### src/rtl/onehot_hit_counter.sv
// Purpose  : per-line hit counters fed by a 3-to-8 decoder word, with malformed-word error tracking and an 8-entry dump sweep.
// Latency  : counters update at the accepting edge; each dump entry appears one edge after it is loaded (pre-update values).
// Backpres.: none; words are accepted whenever valid=1, and dump_start is ignored while a sweep is running (busy=1).
//
// Ports:
//   clk, rst          single clock, synchronous active-high reset
//   valid, in_onehot  decoder word and its qualifier
//   clr               synchronous clear of counters and error state (wins over valid)
//   dump_start        request a sweep of cnt[0..7] onto out_idx/out_data
//   busy              sweep in progress
//   out_valid         out_idx/out_data qualifier; both hold their last value when low
//   err_flag, err_cnt sticky malformed-word flag and saturating malformed-word count
module onehot_hit_counter #(
   parameter int CNT_W = 8
) (
   input  logic             clk,
   input  logic             rst,
   input  logic             valid,
   input  logic [7:0]       in_onehot,
   input  logic             clr,
   input  logic             dump_start,
   output logic             busy,
   output logic             out_valid,
   output logic [2:0]       out_idx,
   output logic [CNT_W-1:0] out_data,
   output logic             err_flag,
   output logic [7:0]       err_cnt
);

   typedef enum logic {
      IDLE = 1'b0,
      DUMP = 1'b1
   } state_t;

   localparam logic [CNT_W-1:0] CNT_MAX = '1;
   localparam logic [CNT_W-1:0] CNT_ONE = {{(CNT_W-1){1'b0}}, 1'b1};

   state_t           state;
   state_t           state_nxt;
   logic [CNT_W-1:0] cnt [8];

   // Bit 3 of dump_idx marks "all eight entries loaded": the sweep ends one
   // edge after index 7 is presented.
   logic [3:0]       dump_idx;
   logic [3:0]       dump_idx_nxt;
   logic             out_valid_nxt;
   logic [2:0]       out_idx_nxt;
   logic [CNT_W-1:0] out_data_nxt;

   logic [3:0]       pop;
   logic             well_formed;
   logic [2:0]       hit_line;

   // Popcount and bit position of the incoming word. hit_line is only
   // meaningful when exactly one bit is set.
   always_comb begin
      pop      = '0;
      hit_line = '0;
      for (int k = 0; k < 8; k++) begin
         pop = pop + {3'b000, in_onehot[k]};
         if (in_onehot[k]) begin
            hit_line = 3'(k);
         end
      end
      well_formed = (pop == 4'd1);
   end

   // Counters and error state. clr shares the reset path so a word arriving
   // alongside clr is discarded.
   always_ff @(posedge clk) begin
      if (rst || clr) begin
         for (int k = 0; k < 8; k++) begin
            cnt[k] <= '0;
         end
         err_flag <= 1'b0;
         err_cnt  <= 8'd0;
      end else if (valid) begin
         if (well_formed) begin
            if (cnt[hit_line] != CNT_MAX) begin
               cnt[hit_line] <= cnt[hit_line] + CNT_ONE;
            end
         end else begin
            err_flag <= 1'b1;
            if (err_cnt != 8'hFF) begin
               err_cnt <= err_cnt + 8'd1;
            end
         end
      end
   end

   // Sweep control. Output registers sample cnt[] before this edge's update,
   // so a concurrent hit or clr is not visible in the entry loaded at that edge.
   always_comb begin
      state_nxt     = state;
      dump_idx_nxt  = dump_idx;
      out_valid_nxt = 1'b0;
      out_idx_nxt   = out_idx;
      out_data_nxt  = out_data;
      case (state)
         IDLE: begin
            if (dump_start) begin
               state_nxt     = DUMP;
               out_valid_nxt = 1'b1;
               out_idx_nxt   = 3'd0;
               out_data_nxt  = cnt[0];
               dump_idx_nxt  = 4'd1;
            end
         end
         DUMP: begin
            if (dump_idx[3]) begin
               state_nxt    = IDLE;
               dump_idx_nxt = 4'd0;
            end else begin
               out_valid_nxt = 1'b1;
               out_idx_nxt   = dump_idx[2:0];
               out_data_nxt  = cnt[dump_idx[2:0]];
               dump_idx_nxt  = dump_idx + 4'd1;
            end
         end
         default: begin
            state_nxt    = IDLE;
            dump_idx_nxt = 4'd0;
         end
      endcase
   end

   always_ff @(posedge clk) begin
      if (rst) begin
         state     <= IDLE;
         dump_idx  <= 4'd0;
         out_valid <= 1'b0;
         out_idx   <= 3'd0;
         out_data  <= '0;
      end else begin
         state     <= state_nxt;
         dump_idx  <= dump_idx_nxt;
         out_valid <= out_valid_nxt;
         out_idx   <= out_idx_nxt;
         out_data  <= out_data_nxt;
      end
   end

   assign busy = (state == DUMP);

endmodule

### config.mk
export PLATFORM = sky130hd
export DESIGN_NAME = onehot_hit_counter
export DESIGN_NICKNAME = d
export VERILOG_FILES = /design/src/rtl/onehot_hit_counter.sv
export SDC_FILE = /design/constraint.sdc
export NUM_CORES = 1
export LEC_CHECK = 0
export CORE_MARGIN = 10
export CORE_UTILIZATION = 38
export DETAILED_ROUTE_END_ITERATION = 7
export GPL_TIMING_DRIVEN = 1
export SYNTH_ARGS = -nofsm -noshare
export SYNTH_HDL_FRONTEND = slang
export SYNTH_SLANG_ARGS = --single-unit
### constraint.sdc
create_clock -name clk -period 10.5 [get_ports clk]
set_clock_uncertainty 0.15 [all_clocks]
set_input_delay 3.15 -clock clk [delete_from_list [all_inputs] [get_ports clk]]
set_output_delay 3.15 -clock clk [all_outputs]
set_load 0.1 [all_outputs]
# After elaboration in Yosys (flattened, before gate mapping)
# Memories as Yosys holds them, arrays and structs flattened. A register that Yosys moved wholly into a read port is not among the register bits.
# Cells that the tools add are included.
[word_totals]
reg_bits = 25
mem_bits_rw = 64
out_inout_bits = 22
memories = 1
[mem_list]
columns = ["name", "words", "width", "read_ports", "rd_clocked_by_memory_dff", "write_ports", "line", "text"]
rows = [
  ["cnt", 8, 8, 3, 1, 8, "40", "logic [CNT_W-1:0] cnt [8];"],
]
[classes]
addsub = 10
n_eq_ne = 5
n_mux = 31
bitwise_logic = 2
n_reduce_logical = 5
[op_table]
columns = ["op", "count"]
rows = [
  ["3-bit two-way mux", 10],
  ["8-bit two-way mux", 3],
  ["4-bit by 1-bit adder with 4-bit output", 4],
  ["8-bit by 1-bit adder with 8-bit output (second input constant)", 2],
  ["8-bit inequality test (second input constant)", 2],
  ["8-bit case mux with 2 select lines", 1],
  ["1-bit two-way mux", 11],
  ["4-bit two-way mux", 2],
  ["4-bit case mux with 2 select lines", 1],
  ["8-bit OR reduction", 1],
  ["3-bit case mux with 2 select lines", 1],
  ["3-bit by 1-bit adder with 4-bit output", 1],
  ["4-bit by 1-bit adder with 4-bit output (second input constant)", 1],
  ["4-bit by 1-bit == test with 1-bit output (second input constant)", 1],
  ["2-bit inequality test (second input constant)", 2],
  ["2-bit AND reduction", 2],
  ["2-bit by 1-bit adder with 3-bit output", 1],
  ["3-bit AND reduction", 1],
  ["1-bit by 1-bit adder with 2-bit output", 1],
  ["2-bit two-way mux", 1],
  ["1-bit NOT", 2],
  ["1-bit case mux with 2 select lines", 1],
  ["1-bit logical OR", 1],
]

# Depth between registers and ports, before layout
# Gate-level depths: netlist (run 1).
# An unclocked memory read counts as a cell.
[depth]
word_depth = 16
depth_mapped = 16

# Worst setup path after synthesis (run 1)
# OpenSTA, ideal clock, no wires.
[synth_path]
path_type = "input to register"
from = "in in_onehot[3]"
to = "mem cnt[0][0] (enable)"
setup_ps = 329
t_arrival_ps = 7032
path_slack_ps = 2989
cell_stages = 16
cell_sequence = "clkbuf_1 > inv_1 > fa_1 > fa_1 > fa_1 > inv_1 > ha_1 > inv_1 > fa_1 > a211oi_1 > mux2i_1 > or2_2 > clkbuf_1 > nor4_1 > o31ai_4 > nand2_1"
[synth_lines]
columns = ["element", "line", "text"]
rows = [
  ["from (decl)", "19", "input logic [7:0] in_onehot,"],
  ["to (decl)", "40", ""],
]

==> impl_metrics.env, run 1 <==
export IMPL_outcome="finished clean"
export IMPL_clkLatencyLatePin_ns=0.35
export IMPL_firstDrtPassIters=5
export IMPL_power_density_nw_per_um2=156
export IMPL_yosysWarningCount=0
export IMPL_wl_per_cell_um=22.0
export IMPL_critPathRequiredTime_ns=10.38
export IMPL_htree_levels=3
export IMPL_coreArea_um2=13200
export IMPL_combPwrFrac_pct=17.8
export IMPL_mostFrequentLayoutCells="nor2_1, edfxtp_1, a21oi_1"
export IMPL_synthTopCellsByArea="edfxtp_1, dfxtp_1, mux4_2, nor2_1, a21oi_1"
export IMPL_cap_violations=0
export IMPL_gp_congestion=0.943
export IMPL_root_buffer="clkbuf_16"
export IMPL_period_needed_ns=7.94
export IMPL_wl_mm=14.6
export IMPL_pwr_share_seq_pct=46.0
export IMPL_clock_sinks=92
export IMPL_ys_ff_latch=92
export IMPL_postSynthCellCount=460
export IMPL_slew_violations=0
export IMPL_avgSynthCellArea_um2=11.2
export IMPL_peakVddDrop_uv=81.1
export IMPL_cts_tree="built"
export IMPL_diodes=0
export IMPL_drcViolationCount=0
export IMPL_power_leakage_nw=2.05
export IMPL_ys_seq_area_share_pct=48.3
export IMPL_layout_nets=505
export IMPL_timing_final_ws_setup_ns=2.56
export IMPL_power_internal_mw=0.648
export IMPL_antenna_left=0
export IMPL_num_rows=42
export IMPL_tns_ns=0
export IMPL_synth_edf_count=64
export IMPL_antenna_found_initial=0
export IMPL_end_kind="flip-flop"
export IMPL_fp_dieH_um=136
export IMPL_cp_max_fo=10
export IMPL_post_cts_buffers=0
export IMPL_ctsResizeCount=0
export IMPL_yosysTopAreaCellShare_pct=37.4
export IMPL_period_share_pct=75.6
export IMPL_pre_cts_ws_ns=2.24
export IMPL_grt_overflow_total=0
export IMPL_power_switching_mw=0.271
export IMPL_switching_share_pct=29.5
export IMPL_layout_drive_gt1_share_pct=14.2
export IMPL_die_area_um2=18600
export IMPL_worstPathArrival_ns=7.82
export IMPL_synth_ff_type="edfxtp_1"
export IMPL_critical_path_class="in2reg"
export IMPL_grt_max_degree=19
export IMPL_initial_utilization_pct=38.8
export IMPL_clk_pin_slew_ns=0.07
export IMPL_hp_class="reg2reg"
export IMPL_ios=35
export IMPL_grt_pass1_vias=3839
export IMPL_yosys_area_top_type="edfxtp_1"
export IMPL_track_usage_pct=16.1
export IMPL_cts_path_max_buffers=2
export IMPL_slew_headroom_pct=31.0
export IMPL_grt_pass1_wl_mm=22.8
export IMPL_drt_initial_drc_count=432
export IMPL_holdBufCountCts=0
export IMPL_cts_buffers=9
export IMPL_vias=3915
export IMPL_area_growth_pct=15.0
export IMPL_fmax_ghz=0.126
export IMPL_hold_viol=0
export IMPL_whs_ns=0.330
export IMPL_ys_async_sr_fraction_pct=0
export IMPL_io_buffer_count=34
export IMPL_routed_via_density=5.90
export IMPL_layout_commonest_cell="nor2_1"
export IMPL_hpwlAfterDp_mm=11.2
export IMPL_synth_nets=483
export IMPL_die_w_um=136
export IMPL_placed_area_um2=5600
export IMPL_clock_power_share_pct=36.3
export IMPL_cp_start_kind="input pin"
export IMPL_setup_viol=0
export IMPL_rsz0062_at_grt="no"
export IMPL_syn_area_um2=5140
export IMPL_worst_pin_slew_ns=1.03
export IMPL_final_area_um2=5910
export IMPL_synthDistinctLibCells=68
layout make-up:
type / instances / area [µm²]
sequential: 92 / 2480
tap: 176 / 220
inverter: 15 / 56.3
multi-input combinational: 327 / 2480
clock inverter: 4 / 27.5
clock buffer: 12 / 279
timing repair buffer: 37 / 363
fill: 1266 / 7340
path summary, 6_finish.rpt:
| kind | from | to | slack [ns] | depth (start not counted) |
|---|---|---|---|---|
| setup / recovery | in_onehot[3] | cnt[4][2] | 2.56 | 15 |
| hold / removal | err_flag | err_flag | 0.33 | 2 |
| setup reg to reg | cnt[4][4] | cnt[3][1] | 6.61 | 7 |
| hold reg to reg | err_flag | err_flag | 0.33 | 2 |
cells by family after synthesis:
group                    after synthesis  share of synthesized area (%)
buffers and inverters                 41                           3.56
AO/OA/AOI/OAI                        103                           16.6
adder cells (fa/ha/maj)               10                           3.02
XOR/XNOR                              11                           2.02
AND/OR/NAND/NOR                      176                           17.1
flip-flops                            92                           48.3
multiplexers                          27                           9.35
metal layers:
metal | GRT usage, % | routed length (µm)
met1 | 21.3 | 6290
met2 | 24.4 | 6540
met3 | 4.28 | 1360
met4 | 6.69 | 419
met5 | 0 | 0
stage by stage:
step           util, %  std cells  total power [mW]
3_3_place_gp      42.3        647             0.590
5_1_grt           44.6        663             0.954
2_1_floorplan        -        460             0.541
6_report          44.6        663             0.919
3_5_place_dp      42.3        647             0.592
4_1_cts           44.6        663             0.923
critical path, cell delays in order:
cell	delay [ns]
clkdlybuf4s50_1	0.64
inv_1	0.10
fa_1	0.47
fa_1	0.51
fa_1	0.41
inv_1	0.08
ha_1	0.16
inv_1	0.06
fa_1	0.40
a211oi_1	0.23
mux2i_1	0.12
or2_2	0.41
nor4_1	0.52
o31ai_4	0.24
nand2_1	0.32
sequential cells by signal, indices dropped and copies added, names as in the netlist, named ones only:
| signal | cells |
|---|---|
| err_cnt | 8 |
| dump_idx | 4 |
| busy | 1 |
| out_idx | 3 |
| err_flag | 1 |
| out_data | 8 |
| cnt | 64 |
power by group through the flow:
stage          clock network [mW]  logic (mW)  registers, mW
2_1_floorplan                   0      0.0970          0.444
3_3_place_gp                    0       0.160          0.430
3_5_place_dp                    0       0.162          0.430
4_1_cts                     0.339       0.162          0.422
5_1_grt                     0.354       0.175          0.424
6_report                    0.333       0.163          0.423
cells in the mapped netlist, drive strengths merged, types with 2 or more instances:
library cell,n
nor2,79
edfxtp,64
inv,14
mux2,8
nor2b,7
or3,2
o221a,2
a211oi,5
dfxtp,28
nor3b,3
o211ai,2
and4,3
and3,3
o22ai,3
a221oi,9
or4,2
nand2,24
ha,6
nor3,13
mux2i,3
o31ai,12
a22oi,4
nand2b,6
a21o,4
buf,10
xnor2,2
nor4,5
o21ai,7
xor2,9
fa,4
clkbuf,16
o221ai,5
a21oi,35
mux4,16
o311ai,2
o21a,2
or2,4
nand3,15
nand4,5
(Power assumes the default switching activity.)
==> inputs of run 2 (changes only) <==
- clock period: 10.5 -> 8.1 ns (I/O delays scaled with it)
==> run 2 against run 1 <==
  * Combinational power increased by 33%
  * Total power increased by 25%
  * Die area unchanged
  * Routed wire length increased by 2.6%
  * First-iteration DRC count increased by 0.46%
  * Largest power group unchanged
==> impl_metrics.env, run 2 (synthesis gave the netlist of run 1 again) <==
export IMPL_slew_headroom_pct=29.9
export IMPL_critical_path_max_stage_delay_ns=0.64
export IMPL_die_w_um=136
export IMPL_grt_overflow_total=0
export IMPL_mostFrequentLayoutCells="nor2_1, edfxtp_1, a21oi_1"
export IMPL_top_regs="cnt (64), err_cnt (8), out_data (8)"
export IMPL_layout_nets=512
export IMPL_track_usage_pct=16.4
export IMPL_placed_area_um2=5650
export IMPL_cts_tree="built"
export IMPL_r2r_setup_slack_ns=4.94
export IMPL_utilization_pct=44.8
export IMPL_whs_ns=0.339
export IMPL_io_buffer_count=34
export IMPL_diodes=0
export IMPL_end_kind="flip-flop"
export IMPL_outcome="finished clean"
export IMPL_period_needed_ns=7.10
export IMPL_fmax_ghz=0.141
export IMPL_critPathRequiredTime_ns=7.96
export IMPL_ios=35
export IMPL_root_buffer="clkbuf_16"
export IMPL_antenna_left=0
export IMPL_power_density_nw_per_um2=194
export IMPL_cap_violations=0
export IMPL_reg2regPathDepth=9
export IMPL_grt_pass1_wl_mm=23.2
export IMPL_crit_buf_inv=4
export IMPL_setup_viol=0
export IMPL_final_area_um2=5930
export IMPL_hpwlAfterDp_mm=11.3
export IMPL_cts_path_max_buffers=2
export IMPL_wl_mm=15.0
export IMPL_cp_max_fo=10
export IMPL_drcViolationCount=0
export IMPL_cp_start_kind="input pin"
export IMPL_r2r_end="cnt[7][6]"
export IMPL_power_leakage_nw=2.06
export IMPL_timing_critical_path_mode_cell="fa_1"
export IMPL_clkLatencyLatePin_ns=0.34
export IMPL_worst_path_stages=15
export IMPL_crit_slowest_cell="clkdlybuf4s50_1"
export IMPL_num_fill_cells=1251
export IMPL_total_power_mw=1.15
export IMPL_ctsResizeCount=0
export IMPL_htree_levels=3
export IMPL_gp_congestion=0.917
export IMPL_top_register="cnt"
export IMPL_antenna_found_initial=0
export IMPL_cts_buffers=9
export IMPL_whs_path_depth=2
export IMPL_rsz0062_at_grt="no"
export IMPL_clock_sinks=92
export IMPL_post_cts_buffers=0
export IMPL_grt_pass1_vias=3880
export IMPL_firstDrtPassIters=5
export IMPL_die_area_um2=18600
export IMPL_fp_dieH_um=136
export IMPL_crit_path_cell_trace="clkdlybuf4s50_1, inv_1, fa_1, fa_1, fa_1, inv_1, ha_1, inv_1, fa_1, a211oi_1, mux2i_1, or2_2, nor4_1, o31ai_4, nand2_1"
export IMPL_coreArea_um2=13200
export IMPL_peakVddDrop_uv=93.7
export IMPL_drt_initial_drc_count=434
export IMPL_routed_via_density=5.96
export IMPL_holdCritStartpoint="err_flag"
export IMPL_largest_reg_flops=64
export IMPL_slew_violations=0
export IMPL_worstPathArrival_ns=6.95
export IMPL_layout_commonest_cell="nor2_1"
export IMPL_vias=3993
export IMPL_period_share_pct=87.6
export IMPL_num_rows=42
export IMPL_hold_viol=0
export IMPL_min_to="err_flag"
export IMPL_holdBufCountCts=0
export IMPL_grt_max_degree=19
export IMPL_layout_drive_gt1_share_pct=15.4
export IMPL_crit_family="adder cells"
export IMPL_initial_utilization_pct=38.8
export IMPL_area_growth_pct=15.4
export IMPL_wl_per_cell_um=22.4
export IMPL_critical_path_class="in2reg"
export IMPL_tns_ns=0
export IMPL_rr_startpoint="cnt[5][0]"
export IMPL_worst_pin_slew_ns=1.05
export IMPL_clk_pin_slew_ns=0.07
export IMPL_hp_class="reg2reg"
==> run 2: worst max-delay path by stage <==
stage | start | end | slack [ns]
after global placement | in_onehot[3] | cnt[2][1] | 0.79
after floorplan | in_onehot[3] | cnt[0][0] | 1.31
final | in_onehot[3] | cnt[0][7] | 1.00
after global routing | in_onehot[3] | cnt[4][7] | 0.63
after CTS | in_onehot[3] | cnt[2][0] | 1.01
after detailed placement | in_onehot[3] | cnt[2][0] | 0.65
==> run 2: where the power goes <==
part | switching, mW | internal, mW | leakage, nW | total, mW
combinational | 0.143 | 0.0727 | 0.993 | 0.216
sequential | 0.0253 | 0.523 | 0.942 | 0.548
clock | 0.180 | 0.209 | 0.126 | 0.389
total | 0.348 | 0.804 | 2.06 | 1.15
==> run 2: worst min-delay path: cells and delay by family, from the launching register on <==
family | cells | cell delay (ns)
AO/OA/AOI/OAI | 1 | 0.04
flip-flops | 1 | 0.34
AND/OR/NAND/NOR | 1 | 0.07
==> run 2: layout make-up <==
cell class / instances / area, µm² / share of cell area [%]
sequential: 92 / 2480 / 41.9
multi-input combinational: 327 / 2480 / 41.8
timing repair buffer: 44 / 415 / 7.01
clock buffer: 9 / 225 / 3.80
tap: 176 / 220 / 3.71
inverter: 15 / 56.3 / 0.950
clock inverter: 7 / 50.0 / 0.844
==> run 2: routing by layer <==
metal	vias to the layer above	share of wire (%)	wire, µm	track usage [%]
li1	1797	-	-	-
met3	42	8.4	1260	3.80
met5	-	0	0	0
met1	1930	43	6420	22.0
met2	224	44	6660	24.1
met4	0	4.3	649	8.70
==> run 2: through the flow <==
| step | cells | worst slack [ns] |
|---|---|---|
| 6_report | 670 | 1.00 |
| 4_1_cts | 670 | 1.01 |
| 3_5_place_dp | 654 | 0.655 |
| 5_1_grt | 670 | 0.632 |
| 3_3_place_gp | 654 | 0.791 |
| 2_1_floorplan | 460 | 1.31 |
